## config.mk

```make
export PLATFORM = sky130hd
export DESIGN_NAME = control_medidor_pulsos
export DESIGN_NICKNAME = d
export VERILOG_FILES = /design/src/rtl/control_medidor_pulsos.sv
export SDC_FILE = /design/constraint.sdc
export NUM_CORES = 1
export LEC_CHECK = 0
export ABC_CLOCK_PERIOD_IN_PS = 4000
export CORE_MARGIN = 10
export CORE_UTILIZATION = 60
export DETAILED_ROUTE_END_ITERATION = 7
export PLACE_DENSITY = 0.82
export SYNTH_ARGS = -nofsm -noshare
export SYNTH_HDL_FRONTEND = slang
export SYNTH_SLANG_ARGS = --single-unit
```

## constraint.sdc

```tcl
create_clock -name clock -period 4 [get_ports clock]
set_input_delay 0.4 -clock clock [delete_from_list [all_inputs] [get_ports clock]]
set_output_delay 0.4 -clock clock [all_outputs]
set_load 0.05 [all_outputs]
```

## src/rtl/control_medidor_pulsos.sv

```systemverilog
// Gate-time controller for the pulse-counter frequency meter: opens an N-cycle window,
// counts synchronized rising edges of pulso, and publishes the count with a listo strobe.
module control_medidor_pulsos #(
  parameter int CICLOS_PUERTA = 1000,
  parameter int ANCHO         = 16,
  parameter int MODO_CONTINUO = 0
) (
  input  logic             clock,
  input  logic             reset,
  input  logic             inicio,
  input  logic             parar,
  input  logic             pulso,
  output logic [ANCHO-1:0] conteo,
  output logic             listo,
  output logic             ocupado,
  output logic             desborde
);

  localparam int GW = $clog2(CICLOS_PUERTA);
  localparam logic [GW-1:0]    ULTIMO = GW'(CICLOS_PUERTA - 1);
  localparam logic [ANCHO-1:0] SAT    = '1;

  localparam logic [1:0] REPOSO   = 2'd0;
  localparam logic [1:0] ARMADO   = 2'd1;
  localparam logic [1:0] MIDIENDO = 2'd2;
  localparam logic [1:0] CERRANDO = 2'd3;

  logic             s1_q, s2_q, s3_q;
  logic [1:0]       estado_q, estado_d;
  logic [GW-1:0]    gate_q, gate_d;
  logic [ANCHO-1:0] acc_q, acc_d;
  logic             ovf_q, ovf_d;
  logic [ANCHO-1:0] conteo_q, conteo_d;
  logic             desborde_q, desborde_d;
  logic             listo_q, listo_d;
  logic             flanco;

  // s1/s2 resolve metastability; s3 only delays s2 for the rising-edge compare
  assign flanco = s2_q & ~s3_q;

  always_comb begin
    estado_d   = estado_q;
    gate_d     = gate_q;
    acc_d      = acc_q;
    ovf_d      = ovf_q;
    conteo_d   = conteo_q;
    desborde_d = desborde_q;
    listo_d    = 1'b0;
    case (estado_q)
      REPOSO: if (inicio) estado_d = ARMADO;
      ARMADO: begin
        gate_d   = '0;
        acc_d    = '0;
        ovf_d    = 1'b0;
        estado_d = MIDIENDO;
      end
      MIDIENDO: begin
        if (flanco) begin
          if (acc_q == SAT) ovf_d = 1'b1;
          else              acc_d = acc_q + 1'b1;
        end
        if (gate_q == ULTIMO) estado_d = CERRANDO;
        else                  gate_d   = gate_q + 1'b1;
      end
      default: begin
        conteo_d   = acc_q;
        desborde_d = ovf_q;
        listo_d    = 1'b1;
        estado_d   = (MODO_CONTINUO != 0) ? ARMADO : REPOSO;
      end
    endcase
    // abort wins over the close/latch in the same cycle; the window is thrown away
    if (parar && estado_q != REPOSO) begin
      estado_d   = REPOSO;
      conteo_d   = conteo_q;
      desborde_d = desborde_q;
      listo_d    = 1'b0;
    end
  end

  always_ff @(posedge clock) begin
    if (reset) begin
      s1_q       <= 1'b0;
      s2_q       <= 1'b0;
      s3_q       <= 1'b0;
      estado_q   <= REPOSO;
      gate_q     <= '0;
      acc_q      <= '0;
      ovf_q      <= 1'b0;
      conteo_q   <= '0;
      desborde_q <= 1'b0;
      listo_q    <= 1'b0;
    end else begin
      s1_q       <= pulso;
      s2_q       <= s1_q;
      s3_q       <= s2_q;
      estado_q   <= estado_d;
      gate_q     <= gate_d;
      acc_q      <= acc_d;
      ovf_q      <= ovf_d;
      conteo_q   <= conteo_d;
      desborde_q <= desborde_d;
      listo_q    <= listo_d;
    end
  end

  assign conteo   = conteo_q;
  assign desborde = desborde_q;
  assign listo    = listo_q;
  assign ocupado  = (estado_q != REPOSO);

endmodule

```

After elaboration in Yosys (flattened, before gate mapping)
Index checks and enable logic that the tools add are counted.
{"block": "totals", "ff_bits": 50, "latchBits": 0, "mem_bits_rw": 0, "romBits": 0, "in_bits": 5, "out_inout_bits": 19, "wordCells": 49, "mem_count": 0}
{"block": "classes", "n_addsub": 2, "multipliers": 0, "div": 0, "magnitude_cmp": 0, "eq_ne": 10, "n_shift": 0, "muxes": 12, "bitwise_logic": 4, "n_reduce_logical": 11}
{"op": "16-bit 2-to-1 mux", "n": 2}
{"op": "16-bit one-hot mux with 2 select lines", "n": 1}
{"op": "10-bit one-hot mux with 2 select lines", "n": 1}
{"op": "16-bit by 1-bit adder with 16-bit output, second input constant", "n": 1}
{"op": "16-bit equality test, second input constant", "n": 1}
{"op": "2-bit != test, second input constant", "n": 6}
{"op": "10-bit by 1-bit adder with 10-bit output, second input constant", "n": 1}
{"op": "10-bit equality test, second input constant", "n": 1}
{"op": "10-bit 2-to-1 mux", "n": 1}
{"op": "2-bit one-hot mux with 3 select lines", "n": 1}
{"op": "2-bit AND reduction", "n": 3}
{"op": "3-bit AND reduction", "n": 2}
{"op": "2-bit 2-to-1 mux", "n": 2}
{"op": "2-bit nonzero test", "n": 2}
{"op": "1-bit 2-to-1 mux", "n": 3}
{"op": "1-bit NOT", "n": 3}
{"op": "3-bit OR reduction", "n": 1}
{"op": "2-bit by 1-bit equality test with 1-bit output, second input constant", "n": 1}
{"op": "2-bit equality test, second input constant", "n": 1}
{"op": "2-bit logical NOT", "n": 1}
{"op": "1-bit one-hot mux with 2 select lines", "n": 1}
{"op": "2-bit OR reduction", "n": 1}
{"op": "1-bit bitwise AND", "n": 1}
{"op": "1-bit logical AND", "n": 1}

Longest topological paths before layout
Gate-level depths: netlist (run 1).
{"block": "depth", "word_depth": 4, "depth_mapped": 9, "mapped_depth_nobuf": 7}

Worst setup path before layout (run 1)
OpenSTA, ideal clock, no wires.
{"block": "synth_path", "kind": "reg-to-reg", "start": "register estado_q[0]", "end": "register conteo_q[14], in the netlist conteo[14]", "setup_ns": 0.071, "t_arrival_ns": 1.822, "required_time_ns": 3.929, "setup_slack_ns": 2.107, "stages_incl_launch_ff": 9, "path_buffers": 1, "period_less_slack_ns": 1.893, "path_cell_list": "dfxtp_1 > inv_1 > ha_1 > inv_1 > nand2_1 > nand2_1 > clkbuf_1 > nand2_1 > a21oi_1"}
{"block": "synth_between", "elab_chain_cells": 4, "word_cells_on_any_way": 9, "cone_classes": "eq/ne (2); bitwise (2); reduce/logical (5)"}
{"item": "start: declaration", "line_no": "29", "source": "logic [1:0] estado_q, estado_d;"}
{"item": "start signal: assignment", "line_no": "97", "source": "estado_q <= estado_d;"}
{"item": "2-bit nonzero test"}
{"item": "named net ocupado", "line_no": "15", "source": "output logic ocupado,"}
{"item": "1-bit logical AND", "line_no": "73", "source": "if (parar && estado_q != REPOSO) begin"}
{"item": "1-bit NOT (no line)"}
{"item": "2-bit AND reduction (no line)"}
{"item": "end signal: assignment", "line_no": "101", "source": "conteo_q <= conteo_d;"}
{"item": "end: declaration", "line_no": "33", "source": "logic [ANCHO-1:0] conteo_q, conteo_d;"}
The timed path passes the listed nets, and every way through them passes these cells.
A chain may end at the register's enable or synchronous reset.

Final worst setup path (run 1)
{"block": "layout_path", "start": "register estado_q[0]", "end": "output port ocupado"}
{"block": "layout_between", "elab_chain_cells": 1}
{"item": "2-bit nonzero test", "line_no": "110", "source": "assign ocupado = (estado_q != REPOSO);"}
{"item": "end: declaration", "line_no": "15"}
Every way passes these cells.

==> results of run 1 <==
==> report_power, final <==
group / internal (mW) / leakage [nW] / switching [mW] / total [mW]
sequential: 0.517 / 0.404 / 0.0202 / 0.537
combinational: 0.111 / 0.504 / 0.280 / 0.391
clock: 0.200 / 0.0573 / 0.159 / 0.359
total: 0.829 / 0.965 / 0.459 / 1.29
==> cells by family (layout without fill, tap and decap cells) <==
group / after synthesis / after routing / share of synthesized area
adder cells (fa/ha/maj): 6 / 6 / 0.0318
AO/OA/AOI/OAI: 57 / 57 / 0.170
XOR/XNOR: 5 / 5 / 0.0186
buffers and inverters: 18 / 39 / 0.0345
multiplexers: 3 / 3 / 0.0138
AND/OR/NAND/NOR: 138 / 138 / 0.308
flip-flops: 50 / 50 / 0.424
==> synth_stat cells (2+ instances only) <==
cell type,instances,area share
and3_1,4,0.011
a21oi_2,2,0.0074
nor2_1,16,0.025
ha_1,6,0.032
nand4_1,7,0.019
clkbuf_1,5,0.0080
nand3_1,14,0.030
and4_1,2,0.0074
buf_2,2,0.0042
dfxtp_1,50,0.42
a31oi_1,2,0.0053
or3_1,3,0.0080
or2_2,2,0.0053
a21oi_1,27,0.057
or4_1,4,0.013
nor4_1,2,0.0053
o211ai_1,8,0.025
nand2_1,59,0.094
nand2b_1,2,0.0053
inv_1,7,0.011
nor2b_1,7,0.019
o21ai_2,3,0.011
xor2_1,2,0.0074
xnor2_1,3,0.011
o21ai_0,2,0.0042
nor3_1,7,0.015
==> through the flow <==
| stage | area, um^2 | power, mW |
|---|---|---|
| final | 2720 | 1.29 |
| after floorplan | 2360 | 0.862 |
| after CTS | 2720 | 1.29 |
| after detailed placement | 2610 | 0.940 |
| after global routing | 2720 | 1.35 |
| after global placement | 2610 | 0.932 |
==> cells in the final DEF, fill, tap and decap left out, types with 2 or more instances in the layout <==
cell type	count
ha_1	6
xnor2_1	3
inv_1	7
o211ai_1	8
or3_1	3
nor2b_1	7
nand2b_1	2
or4_1	4
clkbuf_8	6
nand4_1	7
a31oi_1	2
nor3_1	7
and3_1	4
o21ai_0	2
dfxtp_1	50
o21ai_2	3
nand2_1	59
xor2_1	2
and4_1	2
a21oi_1	27
nand3_1	14
or2_2	2
nor4_1	2
a21oi_2	2
nor2_1	16
clkdlybuf4s50_1	23
==> routing by layer <==
layer  part of all wire  GRT usage  up-vias
met3              0.053     0.0335       13
met4              0.020     0.0736        0
met5                  0          0        -
li1                   -          -     1023
met2               0.50      0.274       49
met1               0.43      0.183      950
==> layout make-up <==
cell class | instances | share of cell area
clock buffer | 6 | 0.0304
multi-input combinational | 209 | 0.470
tap | 48 | 0.0221
sequential | 50 | 0.368
inverter | 8 | 0.0110
clock inverter | 1 | 0.0110
timing repair buffer | 24 | 0.0874
==> flip-flops by register name (all words and copies together) (netlist names) <==
| signal | count |
|---|---|
| s2_q | 1 |
| acc_q | 16 |
| listo | 1 |
| s3_q | 1 |
| desborde | 1 |
| estado_q | 2 |
| ovf_q | 1 |
| gate_q | 10 |
| conteo | 16 |
| s1_q | 1 |
==> worst paths after layout <==
check / slack, ps / cells after the start / end
setup / recovery: 1670 / 4 / ocupado
hold / removal: 450 / 1 / s2_q$_SDFF_PP0_
setup reg to reg: 1980 / 7 / acc_q[3]$_SDFFE_PP0P_
hold reg to reg: 450 / 1 / s2_q$_SDFF_PP0_
==> impl_metrics.tcl, run 1 <==
set metrics [dict create \
    status "finished, final reports clean" \
    cp.arrival_ps 1930 \
    ant_nets 0 \
    multi_input_area_mm2 0.00128 \
    postCtsSetupRepairBufs 0 \
    core-area_mm2 0.00374 \
    cp-end-kind "output pin" \
    slowest_delay_ps 840 \
    cp_slowest_cell "clkdlybuf4s50_1" \
    routed_via_density 5.88 \
    ys.flop_type "dfxtp_1" \
    fin_nets 309 \
    max_cap_violations 0 \
    synth_edf_count 0 \
    clkTransAtPathRegs_ps 90 \
    portBuffers 23 \
    drt-wirelength-per-cell_um 14.9 \
    hold_viol_final 0 \
    dieArea_mm2 0.00684 \
    die-height_um 82.7 \
    p_per_area_mw_per_mm2 473 \
    min-delay-start "s1_q$_SDFF_PP0_" \
    power.leakage_nw 0.965 \
    drt_first_pass_iters 4 \
    drive_gt1_frac 0.0906 \
    gp_congestion 0.921 \
    critical_path.max_fanout 4 \
    critPathLaunchType "register" \
    setup_viol 0 \
    syn_nets 288 \
    cts_tree "built" \
    antenna_found_initial 0 \
    crit_top_cell "inv_1" \
    crit_start "estado_q[0]$_SDFFE_PP0P_" \
    ir_drop_uv 293 \
    dpl_worst_slack_ps 1730 \
    drt_iter0_markers 175 \
    ys_warn_count 0 \
    regToRegStartpoint "estado_q[0]$_SDFFE_PP0P_" \
    cts.sinks 50 \
    synth_cells 277 \
    setup.worst_path.class "register to output pin" \
    io-pin-count 24 \
    rsz0062_at_grt "no" \
    initial_core_util 0.630 \
    vias 2035 \
    die-width_um 82.7 \
    fmax_mhz 430 \
    cts_buffers 5 \
    dp_cells 339 \
    area_delta_synth_final_pct 15.2 \
    finalCritPeriodShare 0.581 \
    drc 0 \
    synth_area_mm2 0.00236 \
    holdWs_ps 452 \
    root_buffer "clkbuf_8" \
    row_count 22 \
    tns_ps 0 \
    holdBufCountCts 0 \
    gr-total-overflow 0 \
    ys_ff_latch 50 \
    hold_path_class "register to register" \
    setup_ws_ps 1670 \
    fin_cells 346 \
    final_util 0.726 \
    grt_max_degree 29 \
    grt_pass1_vias 1928 \
    crit_required_ps 3600 \
    timing.slew.headroom 0.546 \
    async_reset_ff_frac 0 \
    syn_area_per_cell_um2 8.52 \
    finalMaxSlewViolations 0 \
    regArea_mm2 0.00100 \
    netlist-cell-type-count 55 \
    drt-total-wl_um 5150 \
    track_usage 0.159 \
    htreeDepth 2 \
    period_minus_slack_ps 2330 \
    cts_max_path_buffers 2 \
    worstSkewPairLatency_ps 300 \
    crit_chain "inv_1 > ha_1 > inv_1 > clkdlybuf4s50_1" \
    path_delay_family "buffers and inverters" \
    grt_pass1_wl_um 8690 \
    worstMarginPinSlew_ps 680 \
    nFillCells 328 \
    seq_area_frac_synth 0.424 \
    dpl.hpwl_um 3720 \
    path_buf_inv 3 \
    n_antenna_cell 0 \
    skew_ps 9.84 \
    postCtsResizedCells 0 \
]
(Power assumes the default switching activity.)
==> run 2, diff against run 1 <==
Settings changed: ABC_CLOCK_PERIOD_IN_PS 4000 to 2400, CORE_UTILIZATION 60 to 56, PLACE_DENSITY 0.82 to 0.77.
Clock period 4 ns to 2.4 ns, I/O delays scaled along.
==> run 2 against run 1 <==
Compared with the run above: clock skew down 2.0 ps; power rose by 70%; sequential share of layout area decreased by 0.50 points; global-route usage decreased by 1.6 points; critical path type unchanged; setup slack worse by 1500 ps; sequential power increased by 66%; via count down 0.93%; largest power group unchanged; non-clock buffer count up 5; first-iteration DRC count decreased by 9.7%; combinational power is 79% higher.
==> impl_metrics.tcl, run 2 (same netlist as run 1, synthesis figures left out) <==
set metrics [dict create \
    n_antenna_cell 0 \
    setup_viol 0 \
    cp-end-kind "output pin" \
    drt_iter0_markers 158 \
    cts_tree "built" \
    die-width_um 84.9 \
    die-height_um 84.9 \
    status "finished, final reports clean" \
    timing.slew.headroom 0.596 \
    grt_max_degree 18 \
    cts.sinks 50 \
    cts_buffers 5 \
    fin_nets 314 \
    critPathLaunchType "register" \
    final_cell_mix "59 x nand2_1, 50 x dfxtp_1, 27 x a21oi_1, 23 x clkdlybuf4s50_1, 16 x nor2_1" \
    drt-wirelength-per-cell_um 14.3 \
    track_usage 0.143 \
    final_area_mm2 0.00276 \
    final_common_cell "nand2_1" \
    tns_ps 0 \
    hold_viol_final 0 \
    crit_chain "inv_1 > ha_1 > inv_1 > clkdlybuf4s50_1" \
    design_power_total_mw 2.19 \
    path_buf_inv 3 \
    drc 0 \
    worstSkewPairLatency_ps 300 \
    crit_top_cell "inv_1" \
    final_util 0.684 \
    dpl_worst_slack_ps 408 \
    area_delta_synth_final_pct 16.8 \
    vias 2016 \
    finalMaxSlewViolations 0 \
    setup.worst_path.class "register to output pin" \
    postCtsSetupRepairBufs 0 \
    drt_first_pass_iters 4 \
    antenna_found_initial 0 \
    dp_cells 346 \
    skew_ps 7.85 \
    ant_nets 0 \
    grt_pass1_vias 1919 \
    portBuffers 23 \
    root_buffer "clkbuf_8" \
    p_per_area_mw_per_mm2 793 \
    crit_required_ps 2160 \
    clkTransAtPathRegs_ps 90 \
    power.leakage_nw 0.982 \
    drive_gt1_frac 0.105 \
    cp.arrival_ps 1950 \
    path_delay_family "buffers and inverters" \
    io-pin-count 24 \
    gr-total-overflow 0 \
    holdBufCountCts 0 \
    holdWs_ps 447 \
    finalCritPeriodShare 0.913 \
    core-area_mm2 0.00403 \
    routed_via_density 5.69 \
    slowest_delay_ps 830 \
    row_count 23 \
    max_cap_violations 0 \
    rsz0062_at_grt "no" \
    postCtsResizedCells 0 \
    hold_path_class "register to register" \
    dieArea_mm2 0.00721 \
    worstMarginPinSlew_ps 607 \
    critical_path.max_fanout 4 \
    htreeDepth 2 \
    gp_congestion 0.908 \
    place_area_mm2 0.00265 \
    drt-total-wl_um 5050 \
    cp_slowest_cell "clkdlybuf4s50_1" \
    dpl.hpwl_um 3690 \
    cts_max_path_buffers 2 \
    grt_pass1_wl_um 8750 \
    initial_core_util 0.586 \
    ir_drop_uv 479 \
    setup_ws_ps 208 \
    fin_cells 354 \
    period_minus_slack_ps 2190 \
    fmax_mhz 456 \
    r2r_slack_ps 390 \
]
## run 2: final timing paths
path	from	endpoint	depth (start not counted)
max	estado_q[0]$_SDFFE_PP0P_	ocupado	4
min	s1_q$_SDFF_PP0_	s2_q$_SDFF_PP0_	1
max reg2reg	estado_q[0]$_SDFFE_PP0P_	acc_q[3]$_SDFFE_PP0P_	7
min reg2reg	s1_q$_SDFF_PP0_	s2_q$_SDFF_PP0_	1
## run 2: layout make-up
type | count | area, um^2
multi-input cells | 209 | 1280
fillers | 352 | 1270
flip-flops and latches | 50 | 1000
repair buffers | 29 | 275
clock buffers | 6 | 72.6
well taps | 50 | 62.6
clock inverters | 2 | 37.5
inverters | 8 | 30.0
## run 2: per-layer routing
layer	vias up	routed length, um	track usage
met3	6	215	0.0392
li1	1039	-	-
met1	941	2400	0.173
met5	-	0	0
met2	30	2380	0.240
met4	0	58	0.0449
## run 2: where the power goes
group	switching [mW]	internal, mW
Sequential	0.0313	0.862
Clock	0.281	0.311
Combinational	0.484	0.216
==> run 3, diff against run 2 <==
Settings changed: CORE_UTILIZATION 56 to 45, PLACE_DENSITY 0.77 to 0.64, RECOVER_POWER set to 100.
==> run 3 against run 2 <==
Compared with the run above: cell count is 5.1% higher; wire length is 2.7% higher; count of clock-buffer cells in the layout stayed put; largest power group unchanged; flip-flop and latch count stayed put; via count is 0.60% higher; largest cell class unchanged; highest routed layer unchanged; design area is 0.73% lower; critical path type unchanged; clock skew is 1.5 ps lower.
==> impl_metrics.tcl, run 3 (same netlist as run 1, synthesis figures left out) <==
set metrics [dict create \
    cts_buffers 5 \
    p_per_area_mw_per_mm2 786 \
    clkTransAtPathRegs_ps 90 \
    period_minus_slack_ps 2220 \
    finalMaxSlewViolations 0 \
    row_count 26 \
    drt-wirelength-per-cell_um 14.0 \
    power_frac_seq 0.416 \
    dieArea_mm2 0.00854 \
    critical_path.max_fanout 4 \
    finalCritPeriodShare 0.924 \
    worstMarginPinSlew_ps 1460 \
    initial_core_util 0.462 \
    power.leakage_nw 1.02 \
    final_common_cell "nand2_1" \
    cp-end-kind "output pin" \
    routed_via_density 5.45 \
    core-area_mm2 0.00511 \
    drt-total-wl_um 5190 \
    postCtsResizedCells 0 \
    worstSkewPairLatency_ps 310 \
    ir_drop_uv 355 \
    cts.sinks 50 \
    grt_max_degree 34 \
    drc 0 \
    fin_nets 312 \
    drt_first_pass_iters 4 \
    p_sw_frac 0.364 \
    power.switching_mw 0.782 \
    portBuffers 23 \
    crit_required_ps 2160 \
    cp.arrival_ps 1980 \
    critPathLaunchType "register" \
    vias 2028 \
    setup_ws_ps 183 \
    clkPwrFrac 0.277 \
    status "finished, final reports clean" \
    die-height_um 92.4 \
    fmax_mhz 451 \
    cts_tree "built" \
    tns_ps 0 \
    holdWs_ps 455 \
    skew_ps 6.40 \
    p_comb_frac 0.307 \
    root_buffer "clkbuf_8" \
    die-width_um 92.4 \
    htreeDepth 2 \
    drt_iter0_markers 106 \
    track_usage 0.130 \
    internal-power_mw 1.37 \
    nFillCells 526 \
    dpl_worst_slack_ps 423 \
    dpl.hpwl_um 3740 \
    setup.worst_path.class "register to output pin" \
    cts_max_path_buffers 2 \
    final_cell_mix "59 x nand2_1, 50 x dfxtp_1, 28 x a21oi_1, 20 x dlygate4sd3_1, 16 x nor2_1" \
    setup_viol 0 \
    grt_pass1_vias 2032 \
    area_delta_synth_final_pct 16.0 \
    grt_pass1_wl_um 9360 \
    gp_congestion 0.867 \
    antenna_found_initial 0 \
    hold_path_class "register to register" \
    timing.slew.headroom 0.0295 \
    drive_gt1_frac 0.0828 \
    max_cap_violations 0 \
    io-pin-count 24 \
    rsz0062_at_grt "no" \
    postCtsSetupRepairBufs 0 \
    gr-total-overflow 0 \
    hold_viol_final 0 \
    n_antenna_cell 0 \
    holdBufCountCts 0 \
    ant_nets 0 \
]
==> run 3: layer usage <==
metal | GRT usage | part of all wire | up-vias
met2 | 0.220 | 0.48 | 27
met1 | 0.153 | 0.47 | 960
met3 | 0.0347 | 0.040 | 7
met4 | 0.0540 | 0.019 | 0
li1 | - | - | 1034
met5 | 0 | 0 | -
==> run 3: worst paths after layout <==
path,from,to,slack [ps],cells past startpoint
max,estado_q[0]$_SDFFE_PP0P_,ocupado,180,4
min,conteo[2]$_SDFFE_PP0P_,conteo[2]$_SDFFE_PP0P_,450,2
max reg2reg,estado_q[0]$_SDFFE_PP0P_,acc_q[9]$_SDFFE_PP0P_,270,7
min reg2reg,conteo[2]$_SDFFE_PP0P_,conteo[2]$_SDFFE_PP0P_,450,2
==> run 3: worst max-delay path, cell delays in order, from the launching register on <==
cell           delay, ps
dfxtp_1              370
inv_1                 90
ha_1                 200
inv_1                120
dlygate4sd3_1        900
==> run 3: cell type report <==
type / count / area (um^2) / share of cell area
well taps: 70 / 87.6 / 0.0320
clock buffers: 6 / 72.6 / 0.0265
inverters: 8 / 30.0 / 0.0110
flip-flops and latches: 50 / 1000 / 0.366
multi-input cells: 209 / 1250 / 0.457
clock inverters: 2 / 37.5 / 0.0137
repair buffers: 27 / 256 / 0.0937
==> run 3: power groups by stage <==
stage,clock [mW],sequential (mW),combinational (mW)
finish,0.596,0.895,0.660
global route,0.640,0.900,0.750
CTS,0.613,0.895,0.694
detailed placement,0,0.915,0.692
global placement,0,0.911,0.688
floorplan,0,0.911,0.525
==> run 3: stage by stage <==
stage	util	cell area, um^2	cells	power [mW]
2_1_floorplan	-	2360	277	1.44
3_3_place_gp	0.520	2660	364	1.60
3_5_place_dp	0.520	2660	364	1.61
4_1_cts	0.542	2770	372	2.20
5_1_grt	0.536	2740	372	2.29
6_report	0.536	2740	372	2.15
